--- config.mk ---
export PLATFORM = sky130hd
export DESIGN_NAME = aes_block_sequencer
export DESIGN_NICKNAME = d
export VERILOG_FILES = /design/src/rtl/aes_seq_pkg.sv /design/src/rtl/aes_block_sequencer.sv
export SDC_FILE = /design/constraint.sdc
export NUM_CORES = 1
export LEC_CHECK = 0
export CAP_MARGIN = 0
export CORE_AREA = 2 2 303 305
export DETAILED_ROUTE_END_ITERATION = 12
export DIE_AREA = 0 0 305 307
export GPL_TIMING_DRIVEN = 0
export PLACE_DENSITY_LB_ADDON = 0.1
export SLEW_MARGIN = 20
export SYNTH_ARGS = -nofsm -noshare
export SYNTH_HDL_FRONTEND = slang
export SYNTH_SLANG_ARGS = --single-unit
--- constraint.sdc ---
create_clock -name CLK -period 2.5 [get_ports CLK]
set_clock_uncertainty 0.05 [all_clocks]
set_input_delay 0.5 -clock CLK [delete_from_list [all_inputs] [get_ports CLK]]
set_output_delay 0.5 -clock CLK [all_outputs]
set_load 0.02 [all_outputs]
--- src/rtl/aes_seq_pkg.sv ---
// Shared types and constants for the AES block sequencer.
package aes_seq_pkg;

  localparam int AES_BLOCK_W = 128;

  localparam logic MODE_ENC = 1'b0;
  localparam logic MODE_DEC = 1'b1;

  typedef enum logic [1:0] {
    IDLE,
    START,
    WAIT
  } seq_state_e;

endpackage

--- src/rtl/aes_block_sequencer.sv ---
// Drives one START/DONE command per input block into the AES core and
// presents the captured result (or a watchdog error) on a valid/ready output.
module aes_block_sequencer
  import aes_seq_pkg::*;
#(
  parameter int TIMEOUT_CYCLES = 255
) (
  input  logic                   CLK,
  input  logic                   RST,
  input  logic [AES_BLOCK_W-1:0] KEY_IN,
  input  logic                   KEY_LOAD,
  input  logic                   IN_VALID,
  output logic                   IN_READY,
  input  logic [AES_BLOCK_W-1:0] IN_DATA,
  input  logic                   IN_MODE,
  output logic                   OUT_VALID,
  input  logic                   OUT_READY,
  output logic [AES_BLOCK_W-1:0] OUT_DATA,
  output logic                   OUT_MODE,
  output logic                   OUT_ERR,
  output logic                   BUSY,
  output logic                   CORE_START,
  output logic                   CORE_ENCDEC,
  output logic [AES_BLOCK_W-1:0] CORE_KEY,
  output logic [AES_BLOCK_W-1:0] CORE_TEXTIN,
  input  logic                   CORE_DONE,
  input  logic [AES_BLOCK_W-1:0] CORE_TEXTOUT
);

  localparam int TIMER_W = $clog2(TIMEOUT_CYCLES + 1);
  localparam logic [TIMER_W-1:0] TIMER_MAX = TIMER_W'(TIMEOUT_CYCLES);

  seq_state_e             state_q, state_d;
  logic [AES_BLOCK_W-1:0] key_q, key_d;
  logic [AES_BLOCK_W-1:0] data_q, data_d;
  logic                   mode_q, mode_d;
  logic [TIMER_W-1:0]     timer_q, timer_d;
  logic                   done_q, done_d;
  logic                   out_valid_q, out_valid_d;
  logic [AES_BLOCK_W-1:0] out_data_q, out_data_d;
  logic                   out_mode_q, out_mode_d;
  logic                   out_err_q, out_err_d;

  logic                   in_ready;
  logic                   completion;
  logic [TIMER_W-1:0]     timer_inc;

  always_comb begin
    state_d     = state_q;
    key_d       = key_q;
    data_d      = data_q;
    mode_d      = mode_q;
    timer_d     = timer_q;
    done_d      = CORE_DONE;
    out_valid_d = out_valid_q;
    out_data_d  = out_data_q;
    out_mode_d  = out_mode_q;
    out_err_d   = out_err_q;
    in_ready    = 1'b0;
    // Only a fresh rising edge of DONE counts; a level left over from an
    // earlier command must not complete the current one.
    completion  = CORE_DONE & ~done_q;
    timer_inc   = (timer_q == TIMER_MAX) ? timer_q : timer_q + 1'b1;

    if (out_valid_q && OUT_READY) begin
      out_valid_d = 1'b0;
    end

    unique case (state_q)
      IDLE: begin
        in_ready = ~out_valid_q | OUT_READY;
        if (KEY_LOAD) begin
          key_d = KEY_IN;
        end
        if (IN_VALID && in_ready) begin
          data_d  = IN_DATA;
          mode_d  = IN_MODE;
          state_d = START;
        end
      end
      START: begin
        timer_d = '0;
        state_d = WAIT;
      end
      WAIT: begin
        if (completion) begin
          out_data_d  = CORE_TEXTOUT;
          out_mode_d  = mode_q;
          out_err_d   = 1'b0;
          out_valid_d = 1'b1;
          state_d     = IDLE;
        end else begin
          timer_d = timer_inc;
          if (timer_inc == TIMER_MAX) begin
            out_data_d  = '0;
            out_mode_d  = mode_q;
            out_err_d   = 1'b1;
            out_valid_d = 1'b1;
            state_d     = IDLE;
          end
        end
      end
      default: state_d = IDLE;
    endcase
  end

  always_ff @(posedge CLK) begin
    if (RST) begin
      state_q     <= IDLE;
      key_q       <= '0;
      data_q      <= '0;
      mode_q      <= MODE_ENC;
      timer_q     <= '0;
      done_q      <= 1'b0;
      out_valid_q <= 1'b0;
      out_data_q  <= '0;
      out_mode_q  <= 1'b0;
      out_err_q   <= 1'b0;
    end else begin
      state_q     <= state_d;
      key_q       <= key_d;
      data_q      <= data_d;
      mode_q      <= mode_d;
      timer_q     <= timer_d;
      done_q      <= done_d;
      out_valid_q <= out_valid_d;
      out_data_q  <= out_data_d;
      out_mode_q  <= out_mode_d;
      out_err_q   <= out_err_d;
    end
  end

  // RST gates the handshake and the command pulse so both drop in the reset cycle itself.
  assign IN_READY    = in_ready & ~RST;
  assign CORE_START  = (state_q == START) & ~RST;
  assign CORE_ENCDEC = (mode_q == MODE_DEC);
  assign CORE_KEY    = key_q;
  assign CORE_TEXTIN = data_q;
  assign BUSY        = (state_q != IDLE);
  assign OUT_VALID   = out_valid_q;
  assign OUT_DATA    = out_data_q;
  assign OUT_MODE    = out_mode_q;
  assign OUT_ERR     = out_err_q;

endmodule

==> results.toml, run 1 <==
[routing]
drt-total-wl_um = 78100
drcViolationCount = 0
routed.top_layer = "met5"
drt.antenna.violating_nets = 0
firstDrtPassIters = 5
dr_wl_met3_um = 7990
vias = 15400
wl_met1_um = 28900
post_drt_via_cell_ratio = 4.11
wl_per_cell_um = 20.8
wl_met2_um = 38900
drtIter0Drc = 780

[synthesis]
synth-edff-count = 0
synth_seq_cells = 399
ys_seq_area_frac = 0.549
async_reset_ff_frac = 0
synthCells = 1665
avgSynthCellArea_um2 = 8.74
netlist_area_mm2 = 0.0145
ys_warn_count = 0
syn_nets = 2057
synth.distinct_cells = 32
synth_top_flop_cell = "dfxtp_1"

[placed_design]
pre_cts_slack_ns = -1.26
routabilityCongestion = 0.805
placed_cell_area_mm2 = 0.0239
dp.final_hpwl_um = 61100
io_buffers = 780
placedCellCount = 3631

[critical_path]
r2r-start = "timer_q[1]"
cpMaxStageDelayCell = "dfxtp_4"
crit_fanout = 6
r2r_end = "OUT_DATA[115]"
arrival_ns = 2.97
cpMostUsedCell = "buf_12"
required_ns = 2.91
worst-r2r-cell-count = 9
worstSetupPathType = "flip-flop to flip-flop"
cp-startpoint = "timer_q[1]"
regToRegSetupSlack_ns = -0.05
crit_path_end = "OUT_DATA[115]"
max_stage_delay_ns = 0.36
cp.depth = 9
critPathLaunchType = "flip-flop"
cp_num_buf_inv = 2
critical-path-top-delay-family = "compound AO/OA/AOI/OAI gates"
path_cells = "ha_4 -> nand3_4 -> or3_1 -> a211o_1 -> a211o_4 -> and2_4 -> buf_12 -> buf_12 -> a221o_1"
cp-end-kind = "flip-flop"

[sta]
min_period_ns = 2.55
drv_slew = 0
layout_setup_ws_ns = -0.0523
grt_setup_unrepaired = "true"
setup_tns_ns = -1.12
period_share = 1.02
max_slew_margin = 0.400
finalHoldViolCount = 0
clock.fmax_ghz = 0.392
worstMarginPinSlew_ns = 0.900
hold_ws_ns = 0.395
finalSetupViolations = 30

[cells_and_area]
fin_util = 0.286
seq_area_mm2 = 0.00800
multi_input_area_mm2 = 0.00603
fin_cells = 3746
fin_nets = 2901
most-common-layout-cells = "778 x clkdlybuf4s50_1, 520 x nand2_1, 395 x dfxtp_1"
final_area_mm2 = 0.0260
fillers = 9666
drive_gt1_frac = 0.0564
final_common_cell = "clkdlybuf4s50_1"
syn_to_final_growth_pct = 78.5

[grt]
grt_pass1_vias = 15800
grt_use_total = 0.159
grt_pass1_wl_um = 110000
antenna_found_initial = 22
grt_start_max_net_pins = 20
grt.overflow.total = 0

[floorplanning]
rows = 111
ios = 782
fp.dieW_um = 305
core_area_mm2 = 0.0907
fp.dieArea_mm2 = 0.0936
initial_core_util = 0.160
die_y_um = 307

[outcome]
status = "finished, violations left"
violations = "setup timing"

[worst_hold_path]
hp-class = "input port to flip-flop"
hold_depth = 3

[flow_run]
drv_cap = 0

[clock_tree]
holdBufCountCts = 0
cts_tree = "yes"
cts_buffers = 52
clock_path_buffers = 3
clk_pin_slew_ns = 0.06
root_buffer = "clkbuf_16"
clock_latency_ns = 0.60
htree_num_levels = 2
cts_sinks = 399

[power_and_ir_drop]
p_leak_nw = 9.26
ir_worst_vdd_uv = 343
power_density_mw_per_mm2 = 701
p_total_mw = 18.2
==> logic make-up (layout without fill, tap and decap cells) <==
kind of cell | after synthesis | count (layout) | share of synthesized area
AOI/OAI and AO/OA | 414 | 414 | 0.188
adders and majority gates | 1 | 1 | 0.000860
muxes | 1 | 1 | 0.000688
xor gates and xnor gates | 1 | 1 | 0.000602
and+or+nand+nor | 702 | 703 | 0.220
other | 0 | 8 | 0
buffers and inverters | 147 | 1033 | 0.0405
DFF | 399 | 399 | 0.549
==> cells in the mapped netlist (all sizes together) (2+ instances only) <==
master    n  share of area
nand2   521           0.13
a221o   127          0.087
dfxtp   399           0.55
and2      3         0.0013
nand3     7         0.0028
a21oi   268          0.092
a211o     2         0.0012
nor3      5         0.0021
nor3b   129          0.067
nand2b    4         0.0017
nor2b     8         0.0034
o21ai     9         0.0031
nor2     19         0.0049
a22oi     2         0.0010
clkbuf  132          0.034
buf      12         0.0057
and3      4         0.0017
inv       3        0.00077
==> worst min-delay path, stage by stage <==
cell and delay, ns:
clkdlybuf4s50_1 0.39, nand2_1 0.05, a21oi_1 0.05
==> power by group <==
group          switching (mW)  internal [mW]  leakage (nW)
Clock                    3.09           4.89         0.896
Combinational            1.68           1.56          5.10
Sequential              0.244           6.76          3.26
==> sequential cells by signal, indices dropped and copies added, names as in the netlist <==
name	cells
CORE_TEXTIN	128
OUT_DATA	128
CORE_ENCDEC	1
CORE_KEY	128
timer_q	8
OUT_MODE	1
done_q	1
OUT_VALID	1
OUT_ERR	1
state_q	2
==> routing by layer <==
| layer | vias to the layer above | global-route usage |
|---|---|---|
| li1 | 7477 | - |
| met1 | 7216 | 0.166 |
| met2 | 541 | 0.281 |
| met3 | 125 | 0.0728 |
| met4 | 24 | 0.0513 |
| met5 | - | 0 |
==> how the worst min path moves through the flow <==
stage,startpoint,end,slack (ns)
5_1_grt,KEY_IN[40],CORE_KEY[40],0.37
3_5_place_dp,CORE_KEY[46],CORE_KEY[46],0.40
6_report,KEY_IN[46],CORE_KEY[46],0.40
3_3_place_gp,CORE_TEXTIN[36],CORE_TEXTIN[36],0.39
4_1_cts,KEY_IN[122],CORE_KEY[122],0.34
2_1_floorplan,timer_q[5],timer_q[5],0.43
==> cell type report <==
class                           instances  area share
Antenna cell                            8    0.000771
Tap cell                             1186      0.0571
Timing Repair Buffer                  791       0.306
Clock buffer                           76      0.0594
Buffer                                142      0.0261
Clock inverter                         21      0.0105
Multi-Input combinational cell       1120       0.232
Inverter                                3    0.000434
Sequential cell                       399       0.308
==> repair_timing <==
action,CTS,global route
gates cloned,0,3
setup buffers,5,4
endpoints found under the hold margin,0,0
resized for setup,55,16
endpoints found under the setup margin,368,135
pin swaps,2,10
(Power assumes the default switching activity.)
==> inputs of run 2 (changes only) <==
--- a/config.mk
+++ b/config.mk
@@ -7,6 +7,7 @@
 export LEC_CHECK = 0
 export CAP_MARGIN = 0
 export CORE_AREA = 2 2 303 305
+export CTS_CLUSTER_DIAMETER = 80
 export DETAILED_ROUTE_END_ITERATION = 12
 export DIE_AREA = 0 0 305 307
 export GPL_TIMING_DRIVEN = 0
==> results of run 2 <==
The final DEF is identical to that of run 1; final timing and power are the same.
==> RTL edit 1 (config.mk and constraints of run 2) <==
The parameter `TIMEOUT_CYCLES` goes from 255 to 510.
--- a/src/rtl/aes_block_sequencer.sv
+++ b/src/rtl/aes_block_sequencer.sv
@@ -3,7 +3,7 @@
 module aes_block_sequencer
   import aes_seq_pkg::*;
 #(
-  parameter int TIMEOUT_CYCLES = 255
+  parameter int TIMEOUT_CYCLES = 510
 ) (
   input  logic                   CLK,
   input  logic                   RST,
Behaviour: same outputs for any inputs over 4 cycles, from zero or initial values and one cycle with RST high; that may be too few to reach the edited logic, so the function may still have changed.
==> RTL edit 1 against run 2 <==
- setup slack worse by 0.016 ns
- worst hold slack worse by 0.077 ns
- wire length is 4.0% lower
- die area stayed put
- power is 4.9% lower
- non-clock buffer count is 23 lower
- maximum frequency is 0.60% lower
- area after synthesis is 7.5% lower
- the run still ends with setup timing left
- sequential cell count is 1 higher
- largest power group unchanged
- via count is 8.9% lower
- cell area is 4.6% lower
- clock power is 3.6% lower
==> RTL edit 1: results (changes against run 2) <==
| Metric | Value |
|---|---|
| Status | finished with violations |
| Violated checks | setup timing |
| Synth Instances | 1,512 (-9.2%) |
| Detailed Place HPWL | 59,300 um (-3.0%) |
| Gr usage total | 0.154 (-0.00499) |
| Final WL | 74,900 um (-4.0%) |
| Share of power burned in registers | 0.397 (+0.013) |
| Setup_tns | -5.74 ns (-4.61 ns) |
| RePlAce Congestion | 0.804 (about the same) |
| Crit path DAT | 3.01 ns (+0.04 ns) |
| Nets@finish | 2,753 (-5.1%) |
| Final worst slack | -0.0679 ns (-0.0155 ns) |
| Top Family by Delay on Critical Path | simple AND/OR/NAND/NOR gates |
| Vias in the first global route | 14.3k (-9.2%) |
| Num CTS Buffers | 54 (+3.8%) |
| Slowest Stage Delay on Critical Path | 0.57 ns (+0.21 ns) |
| Crit Path Max Fanout | 10 (+4) |
| Synth area leaders | dfxtp_1, nand2_1, a21oi_1, a22o_1, clkbuf_1 |
| Hold path start | RST |
| Int Pwr | 12.6 mW (-4.6%) |
| Synth top cells by count | nand2_1, dfxtp_1, a21oi_1 |
| First-pass GRT wire length | 105,000 um (-4.7%) |
| Slowest stage cell, crit path | or4_4 |
| Final Setup Violations | 122 (+310%) |
| Initial antenna violation count | 13 (-41%) |
| Reg2reg path depth | 10 (+1) |
| Hold Path End | OUT_MODE$_SDFFE_PP0P_ |
## RTL edit 1: cell types whose count changed in the layout (fill, tap and decap cells not counted), moves of 5 or more
cell	change
a221o_1	-127
clkbuf_4	-6
clkinv_2	-5
a22o_1	+128
buf_6	+12
nor3b_1	-129
o21ai_0	-5
clkbuf_1	-15
bufinv_16	-5
## RTL edit 1: cells by family after synthesis
kind of cell	count (synthesis)	share of synthesized area
simple gates	573	0.167
compound gates	414	0.193
flops	400	0.595
buf+inv	121	0.0414
fa+ha+maj	2	0.00186
xor+xnor	1	0.000651
mux	1	0.000744
## RTL edit 1: layout make-up
type | instances | area, um^2
Fill cell | 9717 | 65900
Sequential cell | 400 | 8020
Timing Repair Buffer | 793 | 7950
Multi-Input combinational cell | 991 | 4980
Clock buffer | 86 | 1630
Tap cell | 1186 | 1480
Buffer | 117 | 598
Clock inverter | 12 | 108
Inverter | 3 | 13.8
Antenna cell | 4 | 10.0
## RTL edit 1: metrics by stage
step	hold slack (ns)	instance area [um^2]	std cells	power, mW
2_1_floorplan	0.446	13500	1512	8.05
3_3_place_gp	0.393	22700	3478	9.78
3_5_place_dp	0.396	22700	3478	9.79
4_1_cts	0.296	24700	3588	17.7
5_1_grt	0.338	24800	3590	18.2
6_report	0.318	24800	3592	17.3
## RTL edit 1: repair_timing
action / 4_1_cts / 5_1_grt
pin swaps: 27 / 14
buffers inserted: 12 / 0
gates resized for setup: 41 / 22
cloned: 1 / 0
hold buffers: 0 / 0
endpoints found under the setup margin: 349 / 131
## RTL edit 1: routing by layer
metal	vias up	routed length (um)	global-route usage
met5	-	75	0
met4	10	1650	0.0405
met3	100	8000	0.0726
met2	561	37200	0.274
met1	6521	28000	0.162
li1	6820	-	-
==> RTL edit 2 (config.mk and constraints of run 2) <==
Made on the original files. Register the inputs `KEY_IN`, `KEY_LOAD` and `IN_MODE` before use, without a reset. The logic sees them one clock later. The other inputs are not delayed to match.
--- a/src/rtl/aes_block_sequencer.sv
+++ b/src/rtl/aes_block_sequencer.sv
@@ -29,6 +29,16 @@
 
   localparam int TIMER_W = $clog2(TIMEOUT_CYCLES + 1);
   localparam logic [TIMER_W-1:0] TIMER_MAX = TIMER_W'(TIMEOUT_CYCLES);
+
+  logic [AES_BLOCK_W-1:0] KEY_IN_q;
+  logic KEY_LOAD_q;
+  logic IN_MODE_q;
+
+  always_ff @(posedge CLK) begin
+    KEY_IN_q   <= KEY_IN;
+    KEY_LOAD_q <= KEY_LOAD;
+    IN_MODE_q  <= IN_MODE;
+  end
 
   seq_state_e             state_q, state_d;
   logic [AES_BLOCK_W-1:0] key_q, key_d;
@@ -69,12 +79,12 @@
     unique case (state_q)
       IDLE: begin
         in_ready = ~out_valid_q | OUT_READY;
-        if (KEY_LOAD) begin
-          key_d = KEY_IN;
+        if (KEY_LOAD_q) begin
+          key_d = KEY_IN_q;
         end
         if (IN_VALID && in_ready) begin
           data_d  = IN_DATA;
-          mode_d  = IN_MODE;
+          mode_d  = IN_MODE_q;
           state_d = START;
         end
       end
Check against the original RTL: not equivalent (Yosys sat finds a counterexample within 4 cycles, from zero or initial values and one cycle with RST high).
==> RTL edit 2 against run 2 <==
- maximum frequency rose by 8.0%
- highest routed layer unchanged
- sequential cell count rose by 130
- power rose by 18%
- wire length fell by 9.2%
- largest power group unchanged
- critical path type is now reg2out
- setup slack improved by 0.19 ns
- cell area rose by 7.1%
- die area did not move
- area after synthesis rose by 12%
- synthesized cell count fell by 2.2%
==> RTL edit 2: results (changes against run 2) <==
| Metric | Value |
|---|---|
| Iteration-0 DRC Markers | 582 (-25%) |
| Area of placed instances | 25,500 um^2 (+6.9%) |
| First-pass GRT wire length | 101,000 um (-8.5%) |
| Normalized max-slew margin | 0.408 (+0.00759) |
| RePlAce Congestion | 0.781 (-2.9%) |
| WHS Path Cells | 1 (-2) |
| Slowest Stage Delay on Critical Path | 0.34 ns (-0.02 ns) |
| Num CTS Buffers | 68 (+31%) |
| Largest net degree at the start of global routing | 13 (-35%) |
| Sw Pwr | 5.40 mW (+7.8%) |
| GR Layer Usage met1 | 0.148 (-0.0184) |
| Layout cells sized above 1 | 0.0849 (+0.0285) |
| RR Endpoint | OUT_DATA[7]$_SDFFE_PP0P_ |
| Yosys cell types | 40 (+25%) |
| Met2 Track Usage GR | 0.263 (-0.0180) |
| Gr usage total | 0.145 (-0.0132) |
| Fillers | 9,429 (-2.5%) |
| Vias/cell | 3.94 (-4.1%) |
| Hold Path End | KEY_IN_q[78]$_DFF_P_ |
| Syn. warnings | 0 (unchanged) |
| Pleak | 10.3 nW (+12%) |
| CP Capture Point | BUSY |
| Detailed Place HPWL | 55,400 um (-9.3%) |
| Initial antenna violation count | 18 (-18%) |
| Nets@finish | 2,873 (-0.97%) |
| Clock Power | 9.75 mW (+22%) |
| Status | finished clean |
| Crit path DAT | 1.81 ns (-1.16 ns) |
| Place WS | -1.08 ns (+0.174 ns) |
| Worst setup startpoint | state_q[1]$_SDFFE_PP0P_ |
| Reg2reg setup slack | 0.17 ns (+0.22 ns) |
| Critical R2R Launch | timer_q[0]$_SDFFE_PP0P_ |
| Met3 Wirelength | 6880 um (-14%) |
| Metal2 WL | 36,000 um (-7.4%) |
| Min Clock Period, post-route | 2.36 ns (-0.189 ns) |
| Synthesized Nets | 2,021 (-1.8%) |
| Int Pwr | 16.1 mW (+22%) |
| Reg2reg path depth | 8 (-1) |
| Htree depth | 3 (+1) |
| WL per Instance | 19.0 um (-8.7%) |
| Top Family by Delay on Critical Path | buffers and inverters |
| Max VDD drop | 0.000419 V (+22%) |
| Min-delay worst type | in2reg |
| Synth area leaders | dfxtp_1, nand2_1, a21oi_1, a22o_2, a22o_1 |
| Final Non-Filler Cells | 3,726 (-0.53%) |
| Slowest stage cell, crit path | dfxtp_1 |
| Sequential area share after synthesis | 0.653 (+0.104) |
| Post-Route M1 WL | 25,900 um (-10%) |
| Vias in the first global route | 14.9k (-5.2%) |
| Routing usage on met3 | 0.0654 (-0.00737) |
| Worst hold margin | 0.284 ns (-0.111 ns) |
| Synth Instances | 1,629 (-2.2%) |
| Sequential power | 9.07 mW (+30%) |
[RTL edit 2: changes by cell type after synthesis, sizes merged, moves of 7 or more]
| cell | before | now |
|---|---|---|
| a221o | 127 | 0 |
| a22o | 0 | 128 |
| buf | 12 | 19 |
| clkbuf | 132 | 98 |
| dfxtp | 399 | 529 |
| nor2 | 19 | 7 |
| nor3b | 129 | 0 |
[RTL edit 2: repair_timing]
action                     4_1_cts  5_1_grt
gates resized for setup         19       10
pin swaps                        1        1
setup endpoints to repair      259       23
buffers inserted                 0        1
[RTL edit 2: worst register-to-register path, cell delays in order (launching register included)]
cell      delay, ns
dfxtp_1        0.45
ha_1           0.34
and3_2         0.28
a21oi_1        0.09
o221a_4        0.25
a211oi_4       0.28
buf_12         0.22
buf_12         0.16
a22o_1         0.15
[RTL edit 2: cell type report]
| cell class | count | area share |
|---|---|---|
| diodes | 8 | 0.000720 |
| inverters | 1 | 0.000135 |
| well taps | 1186 | 0.0534 |
| flip-flops and latches | 529 | 0.381 |
| plain buffers | 117 | 0.0247 |
| clock inverters | 21 | 0.00896 |
| clock buffers | 100 | 0.0713 |
| multi-input cells | 982 | 0.179 |
| repair buffers | 782 | 0.281 |
[RTL edit 2: logic make-up after synthesis]
group           synth area share
mux                      0.00131
fa+ha+maj               0.000771
simple gates               0.138
flops                      0.653
compound gates             0.166
buf+inv                   0.0409
[RTL edit 2: per-stage QoR]
| stage | util | setup TNS [ns] |
|---|---|---|
| final | 0.307 | 0 |
| after global routing | 0.306 | 0 |
| after CTS | 0.306 | 0 |
| after detailed placement | 0.281 | -188.16 |
| after global placement | 0.281 | -173.82 |
| after floorplan | - | 0 |
